### src/rtl/prot_bus_master.sv
// Autonomous Wishbone initiator for the protection peripheral: heartbeat-gated
// watchdog kicks, periodic FAULT_LATCH polling and clear-then-verify sequences.
module prot_bus_master #(
    parameter int unsigned KICK_PERIOD = 1_000_000,
    parameter int unsigned POLL_PERIOD = 1_000,
    parameter int unsigned ACK_TIMEOUT = 16,
    parameter logic [7:0]  BASE_ADDR   = 8'h00
) (
    input  logic        clk,
    input  logic        rst_n,
    output logic [7:0]  wb_addr,
    output logic [31:0] wb_dat_o,
    input  logic [31:0] wb_dat_i,
    output logic        wb_we,
    output logic [3:0]  wb_sel,
    output logic        wb_stb,
    input  logic        wb_ack,
    input  logic        enable,
    input  logic        heartbeat,
    input  logic        clear_req,
    output logic [3:0]  fault_code,
    output logic        fault_valid,
    output logic        clear_done,
    output logic        clear_fail,
    output logic        bus_err,
    output logic        busy
);
    localparam int KW = (KICK_PERIOD > 1) ? $clog2(KICK_PERIOD) : 1;
    localparam int PW = (POLL_PERIOD > 1) ? $clog2(POLL_PERIOD) : 1;
    localparam int TW = $clog2(ACK_TIMEOUT + 1);

    localparam logic [7:0] KICK_ADDR  = BASE_ADDR + 8'h10;
    localparam logic [7:0] LATCH_ADDR = BASE_ADDR + 8'h14;
    localparam logic [7:0] CLEAR_ADDR = BASE_ADDR + 8'h08;

    typedef enum logic [2:0] {IDLE, KICK, POLL, CLEAR, VERIFY} state_t;

    state_t         state, nxt_state;
    logic [KW-1:0]  kick_cnt;
    logic [PW-1:0]  poll_cnt;
    logic [TW-1:0]  to_cnt;
    logic           kick_pend, poll_pend, clear_pend, hb_seen;
    logic           launch_clr, launch_kick, launch_poll;
    logic [7:0]     nxt_addr;
    logic           nxt_we;
    logic [31:0]    nxt_dat;
    logic           kick_tc, poll_tc, clr_accept;
    logic           unused_dat;

    assign unused_dat  = ^wb_dat_i[31:4];
    assign kick_tc     = (kick_cnt == KW'(KICK_PERIOD - 1));
    assign poll_tc     = (poll_cnt == PW'(POLL_PERIOD - 1));
    assign clr_accept  = enable && clear_req && !clear_pend;
    assign fault_valid = |fault_code;
    assign busy        = (state != IDLE);

    // Arbitration: only evaluated while IDLE, so every access is preceded by an idle cycle.
    always_comb begin
        launch_clr  = 1'b0;
        launch_kick = 1'b0;
        launch_poll = 1'b0;
        nxt_state   = IDLE;
        nxt_addr    = LATCH_ADDR;
        nxt_we      = 1'b0;
        nxt_dat     = '0;
        if (state == IDLE && enable) begin
            if (clear_pend) begin
                launch_clr = 1'b1;
                nxt_state  = CLEAR;
                nxt_addr   = CLEAR_ADDR;
                nxt_we     = 1'b1;
                nxt_dat    = {28'd0, fault_code};
            end else if (kick_pend && hb_seen) begin
                launch_kick = 1'b1;
                nxt_state   = KICK;
                nxt_addr    = KICK_ADDR;
                nxt_we      = 1'b1;
            end else if (poll_pend) begin
                launch_poll = 1'b1;
                nxt_state   = POLL;
            end
        end
    end

    // Timers and pending flags; a set in the same cycle as a launch wins.
    always_ff @(posedge clk or negedge rst_n) begin
        if (!rst_n) begin
            kick_cnt   <= '0;
            poll_cnt   <= '0;
            kick_pend  <= 1'b0;
            poll_pend  <= 1'b0;
            clear_pend <= 1'b0;
            hb_seen    <= 1'b0;
        end else if (!enable) begin
            kick_cnt   <= '0;
            poll_cnt   <= '0;
            kick_pend  <= 1'b0;
            poll_pend  <= 1'b0;
            clear_pend <= 1'b0;
            hb_seen    <= 1'b0;
        end else begin
            kick_cnt   <= kick_tc ? '0 : kick_cnt + 1'b1;
            poll_cnt   <= poll_tc ? '0 : poll_cnt + 1'b1;
            // A kick due without a heartbeat is dropped so the slave watchdog can expire.
            kick_pend  <= kick_tc | (kick_pend & ~launch_kick & hb_seen);
            poll_pend  <= poll_tc | (poll_pend & ~launch_poll);
            clear_pend <= clr_accept | (clear_pend & ~launch_clr);
            hb_seen    <= heartbeat | (hb_seen & ~launch_kick);
        end
    end

    always_ff @(posedge clk or negedge rst_n) begin
        if (!rst_n) begin
            state      <= IDLE;
            wb_addr    <= '0;
            wb_dat_o   <= '0;
            wb_we      <= 1'b0;
            wb_sel     <= '0;
            wb_stb     <= 1'b0;
            to_cnt     <= '0;
            fault_code <= '0;
            clear_done <= 1'b0;
            clear_fail <= 1'b0;
            bus_err    <= 1'b0;
        end else begin
            clear_done <= 1'b0;
            if (clr_accept) clear_fail <= 1'b0;
            if (!enable)    bus_err    <= 1'b0;
            case (state)
                IDLE: begin
                    if (nxt_state != IDLE) begin
                        state    <= nxt_state;
                        wb_addr  <= nxt_addr;
                        wb_we    <= nxt_we;
                        wb_dat_o <= nxt_dat;
                        wb_stb   <= 1'b1;
                        wb_sel   <= 4'hF;
                    end
                end
                default: begin
                    if (!wb_stb) begin
                        // Idle gap between CLEAR and its VERIFY read.
                        if (enable) begin
                            wb_addr  <= LATCH_ADDR;
                            wb_we    <= 1'b0;
                            wb_dat_o <= '0;
                            wb_stb   <= 1'b1;
                            wb_sel   <= 4'hF;
                        end else begin
                            state <= IDLE;
                        end
                    end else if (wb_ack) begin
                        wb_stb <= 1'b0;
                        wb_sel <= '0;
                        to_cnt <= '0;
                        state  <= IDLE;
                        case (state)
                            POLL: fault_code <= wb_dat_i[3:0];
                            CLEAR: if (enable) state <= VERIFY;
                            VERIFY: begin
                                fault_code <= wb_dat_i[3:0];
                                clear_done <= 1'b1;
                                clear_fail <= |wb_dat_i[3:0];
                            end
                            default: ;
                        endcase
                    end else if (to_cnt == TW'(ACK_TIMEOUT - 1)) begin
                        // Abort without retry; a timed-out CLEAR never reaches VERIFY.
                        wb_stb  <= 1'b0;
                        wb_sel  <= '0;
                        to_cnt  <= '0;
                        bus_err <= 1'b1;
                        state   <= IDLE;
                    end else begin
                        to_cnt <= to_cnt + 1'b1;
                    end
                end
            endcase
        end
    end
endmodule

### config.mk
export PLATFORM = sky130hd
export DESIGN_NAME = prot_bus_master
export DESIGN_NICKNAME = d
export VERILOG_FILES = /design/src/rtl/prot_bus_master.sv
export SDC_FILE = /design/constraint.sdc
export NUM_CORES = 1
export LEC_CHECK = 0
export BUFFER_PORTS_ARGS = -buffer_cell sky130_fd_sc_hd__buf_4
export CORE_MARGIN = 5
export CORE_UTILIZATION = 55
export CTS_CLUSTER_DIAMETER = 30
export DETAILED_ROUTE_END_ITERATION = 10
export GPL_TIMING_DRIVEN = 0
export HOLD_SLACK_MARGIN = 0.03
export PLACE_DENSITY = 0.92
export RECOVER_POWER = 25
export SYNTH_ARGS = -nofsm -noshare
export SYNTH_HDL_FRONTEND = slang
export SYNTH_SLANG_ARGS = --single-unit
### constraint.sdc
create_clock -name clk -period 6 [get_ports clk]
set_clock_uncertainty 0.05 [all_clocks]
set_input_delay 0.3 -clock clk [delete_from_list [all_inputs] [get_ports clk]]
set_output_delay 0.3 -clock clk [all_outputs]
set_load 0.01 [all_outputs]
; ---- Yosys cells after proc, flatten, opt, wreduce, memory -nomap -nowiden
; Index checks and enable logic that the tools add are counted.
[word_totals]
regBits = 95
input_bits = 38
output_inout_bits = 55
elab_cells = 137
[op_classes]
add_sub_neg = 3
n_eq_ne = 10
n_mux = 76
bitwise = 13
reduce_logical = 18
[ops]
columns = operator, count
row1 = $mux 32, 4
row2 = $mux 20, 2
row3 = $mux 1, 39
row4 = $mux 4, 8
row5 = $mux 8, 4
row6 = $mux 3, 10
row7 = $add 20x1->20 const B, 1
row8 = $eq 20x20->1 const B, 1
row9 = $mux 10, 2
row10 = $mux 5, 4
row11 = $add 10x1->10 const B, 1
row12 = $eq 10x10->1 const B, 1
row13 = $reduce_and 3->1, 3
row14 = $reduce_bool 3->1, 3
row15 = $reduce_or 4->1, 2
row16 = $eq 3x2->1 const B, 2
row17 = $mux 2, 3
row18 = $add 5x1->5 const B, 1
row19 = $and 1x1->1, 5
row20 = $eq 5x4->1 const B, 1
row21 = $logic_and 1x1->1, 4
row22 = $ne 2x1->1 const B, 2
row23 = $ne 4x1->1 const B, 1
row24 = $not 1->1, 4
row25 = 9 further kinds, 12

; ---- Longest topological paths before layout
; Gate-level depths: netlist of the first run.
[depth]
word_depth = 9
ltp_mapped = 6

; ---- Worst setup path after synthesis of the first run
; Ideal clock, no wire load.
[synth_path]
kind = reg2reg
start = register kick_cnt[0]
end = register kick_cnt[11]
arrival_time_ps = 1716
required_ps = 5831
slack_ps = 4115
path_stages_with_launch = 7
path_buffers = 1
cell_sequence = dfrtp_1 > ha_1 > nand2_1 > or4_1 > o21ai_2 > buf_4 > nor2_1
[synth_via]
elab_chain_len = 3
elab_cells_between_ends = 4
classes_between = add/sub: 1 / eq/ne: 1 / mux: 2
[synth_rtl]
columns = item, line
row1 = "start, declared", 39  ; logic [KW-1:0] kick_cnt;
row2 = "start signal, assigned", 102  ; kick_cnt <= kick_tc ? '0 : kick_cnt + 1'b1;
row3 = $add 20x1->20 or $eq 20x20->1 (tied branches), "102, 51"
row4 = $mux 20 (*), 102
row5 = $mux 20 (*), 94  ; end else if (!enable) begin
; Mark *: on every way between the ends. The rest lies on a longest branch, timed or not.
; A chain may end at the register's enable or synchronous reset.

==> flow_summary.json, run 1 <==
{
  "finalMaxSlewViolations": 60,
  "drtIter0Drc": 118,
  "synth_xor_xnor_area_share": 0.0633,
  "grt_antenna_before_repair": 0,
  "worstHoldStart": "wb_ack",
  "regArea_um2": 1480,
  "synth.mux.area_fraction": 0.0214,
  "synth_top_area_cell": "dfrtp_1",
  "synth_top_family_by_area": "simple AND/OR/NAND/NOR gates",
  "clk_latency_ns": 0.34,
  "yosys_warnings": 0,
  "cts_buffers": 9,
  "min_period_over_period": 0.553,
  "place_congestion": 0.816,
  "whs_ns": 0.141,
  "hold_class": "input pin to flop",
  "violations": "capacitance limit, slew limit",
  "cp_top_family": "buffers and inverters",
  "grt_max_degree": 60,
  "p_leak_nw": 1.76,
  "hold_viol": 0,
  "path_cells": "dlygate4sd3_1 -> clkbuf_1",
  "track_usage": 0.178,
  "endpoint_kind": "asynchronous set/reset pin",
  "ys_types": 55,
  "tightest_slew_ns": 3.09,
  "wl_per_cell_um": 13.4,
  "start_util": 0.560,
  "syn_avg_cell_area_um2": 10.1,
  "nNetsFinal": 418,
  "setup_viol": 0,
  "synthAdderAreaFrac": 0.0123,
  "crit_path_start": "rst_n",
  "area_growth_pct": 21.4,
  "first_pass_iters": 4,
  "grt_pass1_vias": 2308,
  "max-cap-violations": 1,
  "cp-start-kind": "input pin",
  "die_area_um2": 7130,
  "rsz0062_at_grt": "no",
  "die_w_um": 84.4,
  "pin_count": 93,
  "async_flop_share": 1.00,
  "timing.rr.start": "kick_cnt[0]",
  "timing_worst_setup_path_type": "input pin to asynchronous set/reset pin",
  "drc": 0,
  "ys.flop_type": "dfrtp_1",
  "port_buffers": 30,
  "path_clk_slew_ns": 0.07,
  "path_buf_inv": 2,
  "clk_path_buf_depth": 2,
  "overflow": 0,
  "synth_edf_count": 0,
  "tns_ns": 0,
  "cts_max_level": 3,
  "antenna_left": 0,
  "dp_hpwl_um": 4430,
  "ys_ff_latch": 59,
  "slowest_delay_ns": 2.16,
  "drt-vias-per-instance": 5.14,
  "root_buffer": "clkbuf_8",
  "drive_gt1_frac": 0.228,
  "min_period_ns": 3.32,
  "cts.sinks": 59,
  "cts_tree": "done",
  "fillCellCount": 418,
  "netlist.area_leader.share": 0.485,
  "postCtsSetupBuffers": 0,
  "peakVddDrop_uv": 228,
  "synth_compound_area_frac": 0.0986,
  "cpMaxStageDelayCell": "clkbuf_1",
  "die_h_um": 84.4,
  "crit_path_max_fanout": 59,
  "placementRows": 27,
  "drt-total-wl_um": 6100,
  "netlist_instances": 303,
  "slew_headroom": -1.06,
  "synth-seq-area-share": 0.485,
  "fmax_ghz": 0.301,
  "crit_required_ns": 5.70,
  "status": "complete, but fails checks",
  "grt_pass1_wl_um": 10400,
  "power.density_nw_per_um2": 342,
  "core-area_um2": 5440,
  "synth.area.top_cells": "dfrtp_1, buf_4, xnor2_1, nor2_1, nand2_1",
  "arrival_ns": 3.02,
  "multi_input_area_um2": 1340,
  "synth.cell_area_um2": 3050,
  "synth-simple-area-share": 0.205,
  "via_count": 2335,
  "n_antenna_cell": 0
}
## cells in the mapped netlist, types with 2 or more instances
master / instances
nand2_1: 24
nor4_1: 4
ha_1: 3
nand4_1: 6
inv_1: 9
or4b_1: 2
nand3b_1: 2
xnor2_1: 13
clkbuf_1: 7
or3_1: 3
mux2i_1: 2
nand2b_1: 2
a22o_1: 6
o21a_1: 2
nor3_1: 7
a21boi_1: 3
and2_1: 3
nor2_1: 26
xor2_1: 9
o41ai_1: 2
nand3_1: 13
nor2b_1: 2
o21ai_0: 4
dfrtp_1: 59
and3_1: 4
mux2_1: 4
nor4b_1: 3
or4_1: 3
a21o_1: 2
buf_4: 37
o21ai_1: 2
a21oi_1: 12
## worst paths after layout
kind,endpoint,slack [ns],cells after the start
setup / recovery,kick_pend,2.68,2
hold / removal,bus_err,0.14,2
setup reg to reg,kick_cnt[8],3.85,6
hold reg to reg,poll_cnt[0],0.43,1
max in group clk,kick_cnt[8],3.85,6
min in group asynchronous,kick_cnt[13],1.46,2
## sequential cells by signal, summed over array words and instances, names as in the netlist
register    cells
kick_cnt       20
poll_cnt       10
to_cnt          5
fault_code      4
wb_dat_o        4
state           3
wb_addr         3
bus_err         1
clear_done      1
clear_fail      1
clear_pend      1
hb_seen         1
kick_pend       1
poll_pend       1
wb_sel          1
wb_stb          1
wb_we           1
## where the power goes
group | switching (mW) | internal, mW | total, mW
clock network | 0.157 | 0.245 | 0.402
registers | 0.0524 | 0.464 | 0.517
logic | 0.179 | 0.170 | 0.348
total | 0.388 | 0.879 | 1.27
## layout by cell type, fill, tap and decap left out, drive strengths merged, types with 7 or more instances in the layout
master / netlist / layout
buf: 39 / 64
dfrtp: 59 / 59
conb: 1 / 33
nor2: 26 / 26
nand2: 24 / 24
clkbuf: 7 / 22
nand3: 13 / 13
xnor2: 13 / 13
a21oi: 12 / 12
inv: 9 / 9
xor2: 9 / 9
nor3: 7 / 7
nand4: 7 / 7
o21ai: 7 / 7
## cells by family after synthesis
kind of cell	Yosys count
AO/OA/AOI/OAI	43
multiplexers	6
adder cells (fa/ha/maj)	3
XOR/XNOR	22
flip-flops	59
buffers and inverters	55
other	1
AND/OR/NAND/NOR	114
## timing repair
item,in CTS,in global routing
endpoints found under the setup margin,0,0
hold endpoints to repair,59,0
hold buffers,1,0
resized for setup,0,0
## per-layer routing
layer	track usage	vias to the layer above	wire (µm)	part of all wire
li1	-	1139	-	-
met1	0.208	1124	2400	0.39
met2	0.310	65	3320	0.54
met3	0.0491	7	329	0.054
met4	0.0719	0	54	0.0089
met5	0	-	0	0
## stage by stage
step / cell area (µm²) / power [mW] / util / setup slack (ns) / instances
after floorplan: 3170 / 0.723 / - / 4.11 / 335
after global placement: 3480 / 0.859 / 0.640 / 3.91 / 437
after detailed placement: 3480 / 0.878 / 0.640 / 3.85 / 437
after CTS: 3720 / 1.28 / 0.683 / 3.84 / 454
after global routing: 3700 / 1.34 / 0.680 / 1.96 / 454
final: 3700 / 1.27 / 0.680 / 2.68 / 454
## cell type report
class	count	area share
Clock buffer	10	0.0372
Tap cell	72	0.0244
Multi-Input combinational cell	221	0.363
Inverter	9	0.00913
Buffer	46	0.0846
Timing Repair Buffer	31	0.0585
Clock inverter	6	0.0240
Sequential cell	59	0.399
No activity file was read; power rests on OpenSTA's default activity.
==> run 2: changes to the inputs <==
CORE_UTILIZATION = 46   (was 55)
PLACE_DENSITY = 0.83   (was 0.92)
clock period = 2.9 ns   (was 6 ns; I/O delays follow)
==> run 2 against run 1 <==
Against the previous run:
- the run now ends clean
- non-clock buffer count up 7
- power up 100%
- die area up 17%
- wire length up 0.64%
- clock power up 100%
- setup slack worse by 1.9 ns
- combinational power up 110%
- largest power group unchanged
==> flow_summary.json, run 2 (synthesized netlist as in run 1, its figures left out) <==
{
  "tightest_slew_ns": 1.42,
  "min_to": "kick_cnt[18]",
  "cts_max_level": 3,
  "ctsResizeCount": 0,
  "postCtsSetupBuffers": 0,
  "regArea_um2": 1480,
  "n_antenna_cell": 0,
  "largest-register": "kick_cnt",
  "drt-vias-per-instance": 4.95,
  "fmax_ghz": 0.466,
  "reg.largest.list": "kick_cnt (20), poll_cnt (10), to_cnt (5)",
  "power.density_nw_per_um2": 691,
  "drt-total-wl_um": 6140,
  "nNetsFinal": 425,
  "core-area_um2": 6390,
  "timing.rr.start": "kick_cnt[0]",
  "reg2reg_depth": 6,
  "antenna_left": 0,
  "cts_buffers": 9,
  "worstHoldStart": "enable",
  "timing.rr.end": "kick_cnt[16]",
  "setup_viol": 0,
  "min_path_cells": 2,
  "largest_reg_flops": 20,
  "drc": 0,
  "clk_latency_ns": 0.34,
  "hold_viol": 0,
  "fin_area_um2": 3750,
  "grt_pass1_wl_um": 10700,
  "crit_required_ns": 3.08,
  "track_usage": 0.157,
  "tns_ns": 0,
  "place_area_um2": 3490,
  "cts.sinks": 59,
  "rsz0062_at_grt": "no",
  "place_congestion": 0.836,
  "clkPwrFrac": 0.309,
  "place_ws_ns": 0.795,
  "grt_antenna_before_repair": 0,
  "pin_count": 93,
  "timing_worst_setup_path_type": "flop to flop",
  "combPwrFrac": 0.278,
  "area_growth_pct": 23.2,
  "finalMaxSlewViolations": 0,
  "cp-start-kind": "flop",
  "via_count": 2308,
  "drtIter0Drc": 118,
  "hold_class": "input pin to flop",
  "drive_gt1_frac": 0.216,
  "multi_input_area_um2": 1340,
  "hold_buffers": 8,
  "root_buffer": "clkbuf_8",
  "switchingPower_uw": 808,
  "intPower_mw": 1.78,
  "switching_share": 0.312,
  "endpoint_kind": "flop",
  "path_clk_slew_ns": 0.07,
  "crit_path_max_fanout": 10,
  "overflow": 0,
  "timing.final.ws_setup_ns": 0.753,
  "max-cap-violations": 0,
  "grt_pass1_vias": 2305,
  "arrival_ns": 2.33,
  "wl_per_cell_um": 13.2,
  "min_period_over_period": 0.740,
  "die_w_um": 91.4,
  "first_pass_iters": 4,
  "clk_path_buf_depth": 2,
  "port_buffers": 30,
  "grt_max_degree": 60,
  "fillCellCount": 555,
  "mostFrequentLayoutCell": "buf_4",
  "dp_hpwl_um": 4110,
  "final_cell_mix": "buf_4, dfrtp_1, conb_1, nor2_1, nand2_1",
  "min_period_ns": 2.15,
  "peakVddDrop_uv": 691,
  "p_leak_nw": 1.79,
  "die_area_um2": 8350,
  "placementRows": 29,
  "slew_headroom": 0.0548,
  "die_h_um": 91.4,
  "rrSetupSlack_ns": 0.75,
  "p_seq_frac": 0.412,
  "start_util": 0.477,
  "status": "finished clean",
  "cts_tree": "done"
}
run 2: changes by cell type in the layout (fill, tap and decap cells not counted):
cell,delta
and2_1,+2
clkinvlp_4,-1
clkbuf_2,+1
clkinv_4,-1
clkinv_2,+1
buf_4,-2
clkbuf_1,+3
and2_0,-2
clkbuf_8,-1
dlygate4sd3_1,+7
run 2: layer usage:
layer  track usage  vias to the layer above  share of wire
li1              -                     1144              -
met1         0.188                     1079           0.44
met2         0.246                       68           0.48
met3        0.0512                       17          0.059
met4        0.0917                        0          0.029
met5             0                        -              0
run 2: how the worst max path moves through the flow:
stage                      from           end  cells after the start
floorplan           kick_cnt[0]  kick_cnt[11]                      6
global placement    kick_cnt[0]   kick_cnt[9]                      6
detailed placement  kick_cnt[0]  kick_cnt[16]                      6
CTS                 kick_cnt[0]  kick_cnt[16]                      6
global route        kick_cnt[0]  kick_cnt[16]                      6
finish              kick_cnt[0]  kick_cnt[16]                      6
run 2: power by group through the flow:
stage | Combinational (mW) | Sequential (mW) | Clock, mW
2_1_floorplan | 0.390 | 1.11 | 0
4_1_cts | 0.754 | 1.07 | 0.816
6_report | 0.721 | 1.07 | 0.802
3_5_place_dp | 0.730 | 1.08 | 0
5_1_grt | 0.799 | 1.09 | 0.856
3_3_place_gp | 0.709 | 1.08 | 0
run 2: final cells by class:
cell class	instances	share of cell area
Timing Repair Buffer	38	0.0747
Tap cell	77	0.0257
Clock inverter	5	0.0207
Multi-Input combinational cell	221	0.358
Sequential cell	59	0.394
Buffer	46	0.0834
Inverter	9	0.00901
Clock buffer	11	0.0350
run 2: per-stage QoR:
stage | total power [mW] | cells | hold slack [ns] | utilization
2_1_floorplan | 1.50 | 335 | -0.201 | -
3_3_place_gp | 1.78 | 442 | 0.193 | 0.546
3_5_place_dp | 1.81 | 442 | 0.201 | 0.546
4_1_cts | 2.64 | 466 | 0.205 | 0.591
5_1_grt | 2.74 | 466 | 0.230 | 0.587
6_report | 2.59 | 466 | 0.207 | 0.587
run 2: worst max-delay path: stages (launching register included):
cell and delay [ns]:
dfrtp_1 0.39, ha_1 0.30, nand2_1 0.08, or4_1 0.54, o21ai_2 0.36, buf_4 0.25
nor2_1 0.06
==> run 3: changes to the inputs <==
clock period = 1.85 ns   (was 2.9 ns; I/O delays follow)
==> run 3 against run 2 <==
Against the previous run:
- sequential share of layout area fell by 1.2 points
- worst hold slack better by 0.0052 ns
- clock power grew 55%
- setup slack lost 0.73 ns
- power rose by 59%
- critical endpoint is now fault_code[3]
==> flow_summary.json, run 3 (synthesized netlist as in run 1, its figures left out) <==
{
  "place_congestion": 0.833,
  "intPower_mw": 2.85,
  "root_buffer": "clkbuf_8",
  "largest_reg_flops": 20,
  "switchingPower_mw": 1.28,
  "cp-start-kind": "flop",
  "status": "finished clean",
  "clk_latency_ns": 0.34,
  "pin_count": 93,
  "area_growth_pct": 27.7,
  "drive_gt1_frac": 0.248,
  "first_pass_iters": 4,
  "largest-register": "kick_cnt",
  "cts.sinks": 59,
  "wl_per_cell_um": 13.4,
  "fmax_ghz": 0.548,
  "rrSetupSlack_ns": 0.03,
  "cts_buffers": 9,
  "p_seq_frac": 0.407,
  "power_mw": 4.12,
  "setup_viol": 0,
  "die_w_um": 91.4,
  "die_h_um": 91.4,
  "drt-total-wl_um": 6330,
  "track_usage": 0.151,
  "grt_antenna_before_repair": 0,
  "min_period_over_period": 0.986,
  "clkPwrFrac": 0.301,
  "fin_area_um2": 3890,
  "grt_pass1_vias": 2289,
  "combPwrFrac": 0.292,
  "place_inst": 442,
  "max-cap-violations": 0,
  "power.density_nw_per_um2": 1060,
  "grt_pass1_wl_um": 10400,
  "tns_ns": 0,
  "clk_path_buf_depth": 2,
  "grt_max_degree": 60,
  "hold_class": "input pin to flop",
  "cts_max_level": 3,
  "die_area_um2": 8350,
  "arrival_ns": 1.99,
  "crit_path_max_fanout": 8,
  "n_antenna_cell": 0,
  "antenna_left": 0,
  "drt-vias-per-instance": 5.05,
  "endpoint_kind": "flop",
  "placementRows": 29,
  "cpMaxStageDelayCell": "clkbuf_1",
  "port_buffers": 30,
  "cts_tree": "done",
  "fin_cells": 472,
  "crit_required_ns": 2.01,
  "peakVddDrop_uv": 830,
  "min_period_ns": 1.82,
  "rsz0062_at_grt": "yes",
  "place_area_um2": 3500,
  "timing_worst_setup_path_type": "flop to flop",
  "drc": 0,
  "finalMaxSlewViolations": 0,
  "switching_share": 0.309,
  "hold_viol": 0,
  "reg.largest.list": "kick_cnt (20), poll_cnt (10), to_cnt (5)",
  "slowest_delay_ns": 0.43,
  "dp_hpwl_um": 4180,
  "core-area_um2": 6390,
  "path_cells": "clkbuf_1 -> xnor2_1 -> nor3_2 -> mux2_1",
  "via_count": 2384,
  "final_cell_mix": "buf_4, dfrtp_1, conb_1, nor2_1, nand2_1",
  "cp_top_family": "buffers and inverters",
  "slew_headroom": 0.507,
  "nNetsFinal": 432,
  "drtIter0Drc": 131,
  "overflow": 0,
  "p_leak_nw": 1.83,
  "path_buf_inv": 1,
  "mostFrequentLayoutCell": "buf_4",
  "path_clk_slew_ns": 0.07,
  "start_util": 0.477,
  "tightest_slew_ns": 0.740
}
run 3: power groups by stage:
stage	registers, mW	clock network (mW)	logic, mW
final	1.68	1.24	1.20
after global placement	1.69	0	1.11
after CTS	1.68	1.26	1.20
after floorplan	1.73	0	0.613
after detailed placement	1.70	0	1.14
after global routing	1.71	1.33	1.32
run 3: metal layers:
metal / global-route usage / part of all wire
met1: 0.178 / 0.41
met2: 0.250 / 0.51
met3: 0.0479 / 0.061
met4: 0.0733 / 0.017
met5: 0 / 0
run 3: layout make-up:
class | instances | area, µm²
sequential | 59 | 1480
timing repair buffer | 46 | 333
buffer | 45 | 315
inverter | 9 | 33.8
multi-input combinational | 221 | 1420
clock inverter | 1 | 30.0
fill | 529 | 2500
clock buffer | 14 | 183
tap | 77 | 96.3
run 3: worst paths after layout:
check / start / endpoint / cells after the start
max: state[1] / fault_code[3] / 4
min: enable / kick_cnt[18] / 2
max reg2reg: state[1] / fault_code[3] / 4
min reg2reg: poll_cnt[0] / poll_cnt[0] / 1
max in group asynchronous: rst_n / kick_cnt[11] / 2
min in group asynchronous: rst_n / kick_cnt[10] / 2
run 3: timing repair:
action	CTS	global route
endpoints found under the hold margin	67	0
pin swaps	1	4
hold buffers	8	0
gates resized for setup	5	15
buffers inserted	2	6
endpoints found under the setup margin	21	30
run 3: per-stage QoR:
| stage | hold slack (ns) | setup slack, ns | utilization |
|---|---|---|---|
| global route | 0.222 | -0.0450 | 0.609 |
| finish | 0.212 | 0.0261 | 0.609 |
| floorplan | -0.253 | 0.0190 | - |
| CTS | 0.191 | 0.00417 | 0.601 |
| global placement | 0.146 | -0.136 | 0.548 |
| detailed placement | 0.151 | -0.200 | 0.548 |
run 3: worst reg2reg max path, delay by kind of cell (launching register included):
family                 cells  cell delay, ns
XOR/XNOR                   1            0.19
flip-flops                 1            0.32
multiplexers               1            0.36
AND/OR/NAND/NOR            1            0.35
buffers and inverters      1            0.43
